**src/rtl/irom_prefetch_queue.sv**
```systemverilog
// Instruction-fetch front end: word fetches from instruction ROM feed an
// 8-byte circular queue that presents the next three opcode bytes and the PC.
module irom_prefetch_queue #(
  parameter int ADDR_W = 16,
  parameter int QDEPTH = 8
) (
  input  logic              clk,
  input  logic              rst,
  input  logic              pc_wr,
  input  logic [ADDR_W-1:0] pc_wr_addr,
  input  logic              consume,
  input  logic [1:0]        consume_cnt,
  output logic              istb_o,
  output logic [ADDR_W-1:0] iadr_o,
  input  logic              iack_i,
  input  logic [31:0]       idat_i,
  output logic [7:0]        op1,
  output logic [7:0]        op2,
  output logic [7:0]        op3,
  output logic [1:0]        avail,
  output logic [ADDR_W-1:0] pc,
  output logic              irom_out_of_rst
);
  localparam int PW = $clog2(QDEPTH);
  localparam int CW = PW + 1;

  typedef enum logic [1:0] {F_IDLE, F_REQ, F_DISCARD} fstate_t;

  fstate_t           state_reg, state_next;
  logic [PW-1:0]     head_reg, tail_reg;
  logic [CW-1:0]     count_reg, count_next;
  logic [ADDR_W-1:0] pc_reg;
  logic [ADDR_W-1:0] iadr_reg, iadr_next;
  logic [ADDR_W-1:0] tgt_reg, tgt_next;
  logic [1:0]        skip_reg, skip_next;
  logic              oor_reg;
  logic [7:0]        q_mem [QDEPTH];

  logic              ack_ok;
  logic [2:0]        enq_cnt;
  logic [1:0]        cons_cnt;
  logic              space_ok;
  logic [ADDR_W-1:0] redir_word;
  logic [PW-1:0]     wr_idx [4];
  logic [3:0]        wr_en;
  logic [7:0]        op_byte [3];

  // A response is only kept when it answers a live request and no redirect
  // is flushing the queue in the same cycle.
  assign ack_ok     = (state_reg == F_REQ) && iack_i && !pc_wr;
  assign enq_cnt    = ack_ok ? (3'd4 - {1'b0, skip_reg}) : 3'd0;
  assign cons_cnt   = (consume && !pc_wr) ? consume_cnt : 2'd0;
  assign count_next = pc_wr ? '0 : (count_reg + CW'(enq_cnt) - CW'(cons_cnt));
  assign space_ok   = (count_next <= CW'(QDEPTH - 4));
  assign redir_word = {pc_wr_addr[ADDR_W-1:2], 2'b00};

  generate
    for (genvar gi = 0; gi < 4; gi++) begin : g_wr
      assign wr_idx[gi] = tail_reg + PW'(gi) - PW'(skip_reg);
      assign wr_en[gi]  = ack_ok && (2'(gi) >= skip_reg);
    end
    for (genvar gi = 0; gi < 3; gi++) begin : g_rd
      assign op_byte[gi] = (count_reg > CW'(gi)) ? q_mem[PW'(head_reg + PW'(gi))] : 8'h00;
    end
  endgenerate

  always_comb begin
    state_next = state_reg;
    iadr_next  = iadr_reg;
    tgt_next   = tgt_reg;
    skip_next  = skip_reg;
    case (state_reg)
      F_IDLE: begin
        if (pc_wr) begin
          state_next = F_REQ;
          iadr_next  = redir_word;
          skip_next  = pc_wr_addr[1:0];
        end else if (space_ok) begin
          state_next = F_REQ;
        end
      end
      F_REQ: begin
        if (pc_wr) begin
          skip_next = pc_wr_addr[1:0];
          if (iack_i) begin
            iadr_next = redir_word;
          end else begin
            // address must stay put until the ROM answers the old request
            state_next = F_DISCARD;
            tgt_next   = redir_word;
          end
        end else if (iack_i) begin
          iadr_next  = iadr_reg + ADDR_W'(4);
          skip_next  = 2'd0;
          state_next = space_ok ? F_REQ : F_IDLE;
        end
      end
      F_DISCARD: begin
        if (pc_wr) begin
          tgt_next  = redir_word;
          skip_next = pc_wr_addr[1:0];
        end
        if (iack_i) begin
          state_next = F_REQ;
          iadr_next  = pc_wr ? redir_word : tgt_reg;
        end
      end
      default: state_next = F_IDLE;
    endcase
  end

  always_ff @(posedge clk) begin
    if (rst) begin
      state_reg <= F_IDLE;
      head_reg  <= '0;
      tail_reg  <= '0;
      count_reg <= '0;
      pc_reg    <= '0;
      iadr_reg  <= '0;
      tgt_reg   <= '0;
      skip_reg  <= 2'd0;
      oor_reg   <= 1'b0;
    end else begin
      state_reg <= state_next;
      head_reg  <= pc_wr ? tail_reg : (head_reg + PW'(cons_cnt));
      tail_reg  <= tail_reg + PW'(enq_cnt);
      count_reg <= count_next;
      pc_reg    <= pc_wr ? pc_wr_addr : (pc_reg + ADDR_W'(cons_cnt));
      iadr_reg  <= iadr_next;
      tgt_reg   <= tgt_next;
      skip_reg  <= skip_next;
      if (ack_ok) oor_reg <= 1'b1;
    end
  end

  // Queue storage needs no reset: bytes beyond count are masked on read.
  always_ff @(posedge clk) begin
    for (int k = 0; k < 4; k++) begin
      if (wr_en[k]) q_mem[wr_idx[k]] <= idat_i[8*k +: 8];
    end
  end

  assign istb_o          = (state_reg != F_IDLE);
  assign iadr_o          = iadr_reg;
  assign op1             = op_byte[0];
  assign op2             = op_byte[1];
  assign op3             = op_byte[2];
  assign avail           = (count_reg >= CW'(3)) ? 2'd3 : count_reg[1:0];
  assign pc              = pc_reg;
  assign irom_out_of_rst = oor_reg;
endmodule

```
**config.mk**
```make
export PLATFORM = sky130hd
export DESIGN_NAME = irom_prefetch_queue
export DESIGN_NICKNAME = d
export VERILOG_FILES = /design/src/rtl/irom_prefetch_queue.sv
export SDC_FILE = /design/constraint.sdc
export NUM_CORES = 1
export LEC_CHECK = 0
export ABC_CLOCK_PERIOD_IN_PS = 6510
export CAP_MARGIN = 20
export CORE_ASPECT_RATIO = 1.2
export CORE_MARGIN = 8
export CORE_UTILIZATION = 58
export CTS_CLUSTER_SIZE = 16
export DETAILED_ROUTE_END_ITERATION = 12
export HOLD_SLACK_MARGIN = 0.03
export PLACE_DENSITY_LB_ADDON = 0.3
export SLEW_MARGIN = 20
export SYNTH_ARGS = -nofsm -noshare
export SYNTH_HDL_FRONTEND = slang
export SYNTH_SLANG_ARGS = --single-unit
export TNS_END_PERCENT = 1
```
**constraint.sdc**
```tcl
create_clock -name clk -period 6.51 [get_ports clk]
set_clock_uncertainty 0.1 [all_clocks]
set_input_delay 1.302 -clock clk [delete_from_list [all_inputs] [get_ports clk]]
set_output_delay 1.302 -clock clk [all_outputs]
set_load 0.1 [all_outputs]
```
# After elaboration in Yosys (flattened, before gate mapping)
# Memory sizes are Yosys's and may differ from the RTL's. A register that Yosys moved wholly into a read port is not among the register bits.
# Cells that the tools add are included.
# word_totals
wordCells	104
inputBits	55
ramBits	64
romBits	0
latchBits	0
regBits	63
out_inout_bits	60
n_memories	1
# mem_list
name	words	width	rd	rd_clocked_by_memory_dff	write_ports	line	source
q_mem	8	8	3	1	4	37	logic [7:0] q_mem [QDEPTH];
# op_classes
order_cmp	9
mux	40
multipliers	0
n_eq_ne	11
n_div	0
bitwise_logic	0
reduce_logical	18
addsub	16
shifts	0
# op_table
operator	count
$mux 16	9
$pmux 16 s3	1
$pmux 16 s2	1
$mux 8	3
$mux 2	11
$add 16x2->16	1
$add 16x3->16 const B	1
$sub 3x2->3	4
$ne 2x2->1 const B	5
$add 3x2->3 const B	3
$mux 1	9
$mux 3	3
$ne 3x3->1 const B	3
$gt 4x1->1 const B	2
$reduce_and 4->1	2
$logic_and 1x1->1	7
$add 3x1->3 const B	2
$pmux 2 s3	1
$reduce_and 3->1	2
$reduce_bool 2->1	3
$add 4x3->4	1
$ge 1x2->1 const A	2
$ge 2x2->1 const A	2
$ge 4x2->1 const B	1
other kinds (15)	15

# Depth between registers and ports, before layout
# logic_depth
depth_word	12
depth_mapped	15
depth_no_buf	14

# Worst setup path before layout
# OpenSTA, ideal clock, no wires.
# synth_path
path_kind	reg2out
start	register, netlist name head_reg[0]
end	output port op1[5]
path_slack_ns	2.029
arrival_time_ns	3.079
n_path_buf	3
required_time_ns	5.108
path_stages_with_launch	7
cell_sequence	dfxtp_1 -> clkbuf_1 -> buf_1 -> buf_2 -> mux4_2 -> nand2_1 -> a21oi_1
# synth_rtl
item	line	source
end: declaration	17	output logic [7:0] op1,

# Worst setup path in the final report
# layout_path
start	register head_reg[1]
end	output port op2[1]
# layout_via
elab_chain_cells	3
# layout_lines
item	line	source
start: declaration	30	logic [PW-1:0] head_reg, tail_reg;
start signal: assignment	125	head_reg <= pc_wr ? tail_reg : (head_reg + PW'(cons_cnt));
$add 3x1->3	63	assign op_byte[gi] = (count_reg > CW'(gi)) ? q_mem[PW'(head_reg + PW'(gi))] : 8'h00;
$mem_v2 8x8	--	
$mux 8	63	
end: declaration	18	output logic [7:0] op2,
# Every way passes these cells.

==> reports/summary.json <==
{
  "clocking": {
    "cts_setup_buffers": 0,
    "clk-insertion-delay-late_ps": 430,
    "cts.sinks": 127,
    "clock_tree.htree_level_count": 4,
    "cts_tree": "done",
    "clkTransAtPathRegs_ps": 60,
    "cts_hold_buffers": 0,
    "cts.path.max_buffers": 2,
    "ctsResizeCount": 0,
    "cts-buffers-inserted": 17,
    "ctsRootBufferMaster": "sky130_fd_sc_hd__clkbuf_16"
  },
  "power_and_ir_drop": {
    "p_comb_frac": 0.464,
    "p_int_w": 0.00195,
    "total_switching_power_w": 0.00174,
    "p_seq_frac": 0.286,
    "max-vdd-ir-drop_mv": 0.209,
    "powerDensity_nw_per_um2": 335,
    "power.static_leakage_nw": 4.19,
    "switching_share_of_total_power": 0.472,
    "power.clock.fraction": 0.250
  },
  "global_routing": {
    "groute.layer.met2.usage": 0.464,
    "globalRoute.totalOverflow": 0,
    "grt_util_met3": 0.0525,
    "grt_first_pass_wirelength_mm": 44.8,
    "grt.total_usage": 0.276,
    "grt_start_max_net_pins": 65,
    "via_count_of_the_first_global_routing_pass": 8343,
    "grt_antenna_before_repair": 0,
    "gr-max-usage-layer": "met2",
    "met1_usage": 0.315
  },
  "timing": {
    "max_slew.worst_pin.slew_ps": 1100,
    "final-setup-viol-count": 0,
    "finalCriticalPeriod_ps": 5110,
    "final_period_utilization": 0.786,
    "drv_slew": 0,
    "fin_setup_tns_ps": 0,
    "holdWs_ps": 376,
    "max-slew-margin-rel": 0.267,
    "hold_violations": 0,
    "setup_slack_ps": 1400,
    "rsz0062_at_grt": "false",
    "max_freq_mhz": 196
  },
  "place": {
    "place_worst_setup_slack_ps": 1900,
    "place_hpwl_mm": 21.0,
    "placement.io_buffers": 114,
    "placed_cells_incl_taps": 1210,
    "finalWeightedCongestion": 1.01
  },
  "layout": {
    "insertedDiodeCount": 0,
    "post_route_cells_drive_above_1_share": 0.103,
    "num-nets-final": 1108,
    "area_growth_pct": 18.7,
    "layout.cells.most_common": "sky130_fd_sc_hd__nor2_1",
    "final_util": 0.705,
    "most-common-layout-cells": "sky130_fd_sc_hd__nor2_1 (122), sky130_fd_sc_hd__clkdlybuf4s50_1 (112), sky130_fd_sc_hd__mux2i_1 (89)",
    "max_reg_flops": 64,
    "finish.cell_count_without_fillers": 1242
  },
  "critical_path": {
    "regToRegSetupSlack_ps": 2810,
    "crit_fanout": 19,
    "criticalPathCategory": "reg2out",
    "worst_setup_start_kind": "flip-flop",
    "number_of_cell_instances_on_the_worst_register_to_register_path": 11,
    "crit_path_end_kind": "output pin",
    "timing.critical_path.arrival_ps": 3710,
    "crit_required_ps": 5110
  },
  "die": {
    "die_h_um": 155,
    "dieWidth_um": 131,
    "design.die.area_sq_um": 20300,
    "core_region_area_sq_um": 15600,
    "floorplan.rows": 50,
    "io_count": 115,
    "start_util": 0.594
  },
  "routing": {
    "dr.first_iter.drc_count": 861,
    "drt-total-wl_mm": 28.5,
    "final_antenna_violating_net_count": 0,
    "post_drt_wl_per_cell_um": 22.9,
    "route.detailed.vias_per_inst": 6.84,
    "route.vias.total": 8500,
    "drt_pass1_iterations": 8,
    "post-route-drc-count": 0
  },
  "synthesis": {
    "synth_seq_cells": 127,
    "synth_area_per_cell_sq_um": 9.70,
    "syn-instance-count": 957,
    "yosys_warnings": 0,
    "synth_flop_cell": "sky130_fd_sc_hd__edfxtp_1",
    "synthDistinctLibCells": 67,
    "number_of_synthesized_flops_with_an_enable_pin": 64,
    "postSynthNetCount": 1044,
    "postSynth.asyncResetShare": 0,
    "syn-cell-area_sq_um": 9280,
    "synth_seq_area_share": 0.343
  },
  "outcome": {
    "outcome": "finished clean"
  },
  "worst_hold_path": {
    "holdPathStages": 2,
    "hold_class": "reg2reg"
  },
  "flow_run": {
    "timing.max_cap.violations": 0
  }
}
## per-layer routing
metal  vias to the layer above  part of all wire
li1                       3739                 -
met1                      4054              0.36
met2                       576              0.49
met3                       131             0.084
met4                         0             0.059
met5                         -                 0
## cell families (layout without fill, tap and decap cells)
group	after synthesis	after routing	share of synthesized area
AOI/OAI and AO/OA	206	206	0.156
xor gates and xnor gates	32	32	0.0396
adders and majority gates	32	32	0.0480
buffers and inverters	120	197	0.0535
DFF	127	127	0.343
muxes	135	135	0.201
and+or+nand+nor	305	305	0.158
## stage by stage
stage               power [W]  cell area (sq um)
floorplan             0.00232               9280
global placement      0.00273              10400
detailed placement    0.00275              10400
CTS                   0.00368              11000
global route          0.00383              11000
finish                0.00369              11000
## cells in the mapped netlist, types with 9 or more instances
cell type | instances | area, sq um
sky130_fd_sc_hd__o22ai_1 | 11 | 68.8
sky130_fd_sc_hd__buf_2 | 12 | 60.1
sky130_fd_sc_hd__xnor2_1 | 17 | 149
sky130_fd_sc_hd__inv_1 | 39 | 146
sky130_fd_sc_hd__buf_1 | 16 | 60.1
sky130_fd_sc_hd__nand3_1 | 20 | 100
sky130_fd_sc_hd__edfxtp_1 | 64 | 1920
sky130_fd_sc_hd__a221o_1 | 35 | 350
sky130_fd_sc_hd__mux4_2 | 41 | 923
sky130_fd_sc_hd__nor2_1 | 122 | 458
sky130_fd_sc_hd__xor2_1 | 9 | 78.8
sky130_fd_sc_hd__clkbuf_1 | 47 | 176
sky130_fd_sc_hd__o21ai_0 | 30 | 150
sky130_fd_sc_hd__a22oi_1 | 20 | 150
sky130_fd_sc_hd__ha_1 | 26 | 325
sky130_fd_sc_hd__dfxtp_1 | 63 | 1260
sky130_fd_sc_hd__a221oi_1 | 15 | 131
sky130_fd_sc_hd__a21oi_1 | 52 | 260
sky130_fd_sc_hd__nor3_1 | 15 | 75.1
sky130_fd_sc_hd__nand4_1 | 12 | 75.1
sky130_fd_sc_hd__nand2_1 | 71 | 267
sky130_fd_sc_hd__mux2i_1 | 89 | 891
## final timing paths
path           startpoint      endpoint
max           head_reg[1]        op2[1]
min            tgt_reg[1]     iadr_o[1]
max reg2reg  state_reg[0]  state_reg[0]
min reg2reg    tgt_reg[1]     iadr_o[1]
## area by class of cell
class | instances | area, sq um
timing repair buffer | 126 | 1220
sequential | 127 | 3180
clock inverter | 15 | 148
clock buffer | 17 | 425
multi-input combinational | 710 | 5630
tap | 208 | 260
fill | 1176 | 4620
inverter | 39 | 146
## critical path, stage by stage (launching register included)
cell	delay, ps
sky130_fd_sc_hd__dfxtp_1	760
sky130_fd_sc_hd__ha_1	350
sky130_fd_sc_hd__xor2_1	570
sky130_fd_sc_hd__nand2_1	120
sky130_fd_sc_hd__a21oi_1	290
sky130_fd_sc_hd__clkdlybuf4s50_1	1190
## power groups by stage
| stage | logic, W | clock network (W) | registers (W) |
|---|---|---|---|
| floorplan | 0.00103 | 0 | 0.00129 |
| CTS | 0.00170 | 0.000927 | 0.00105 |
| detailed placement | 0.00169 | 0 | 0.00107 |
| global placement | 0.00167 | 0 | 0.00106 |
| global route | 0.00180 | 0.000958 | 0.00107 |
| finish | 0.00171 | 0.000925 | 0.00106 |
Note: power is estimated with default switching activity, not from simulation.
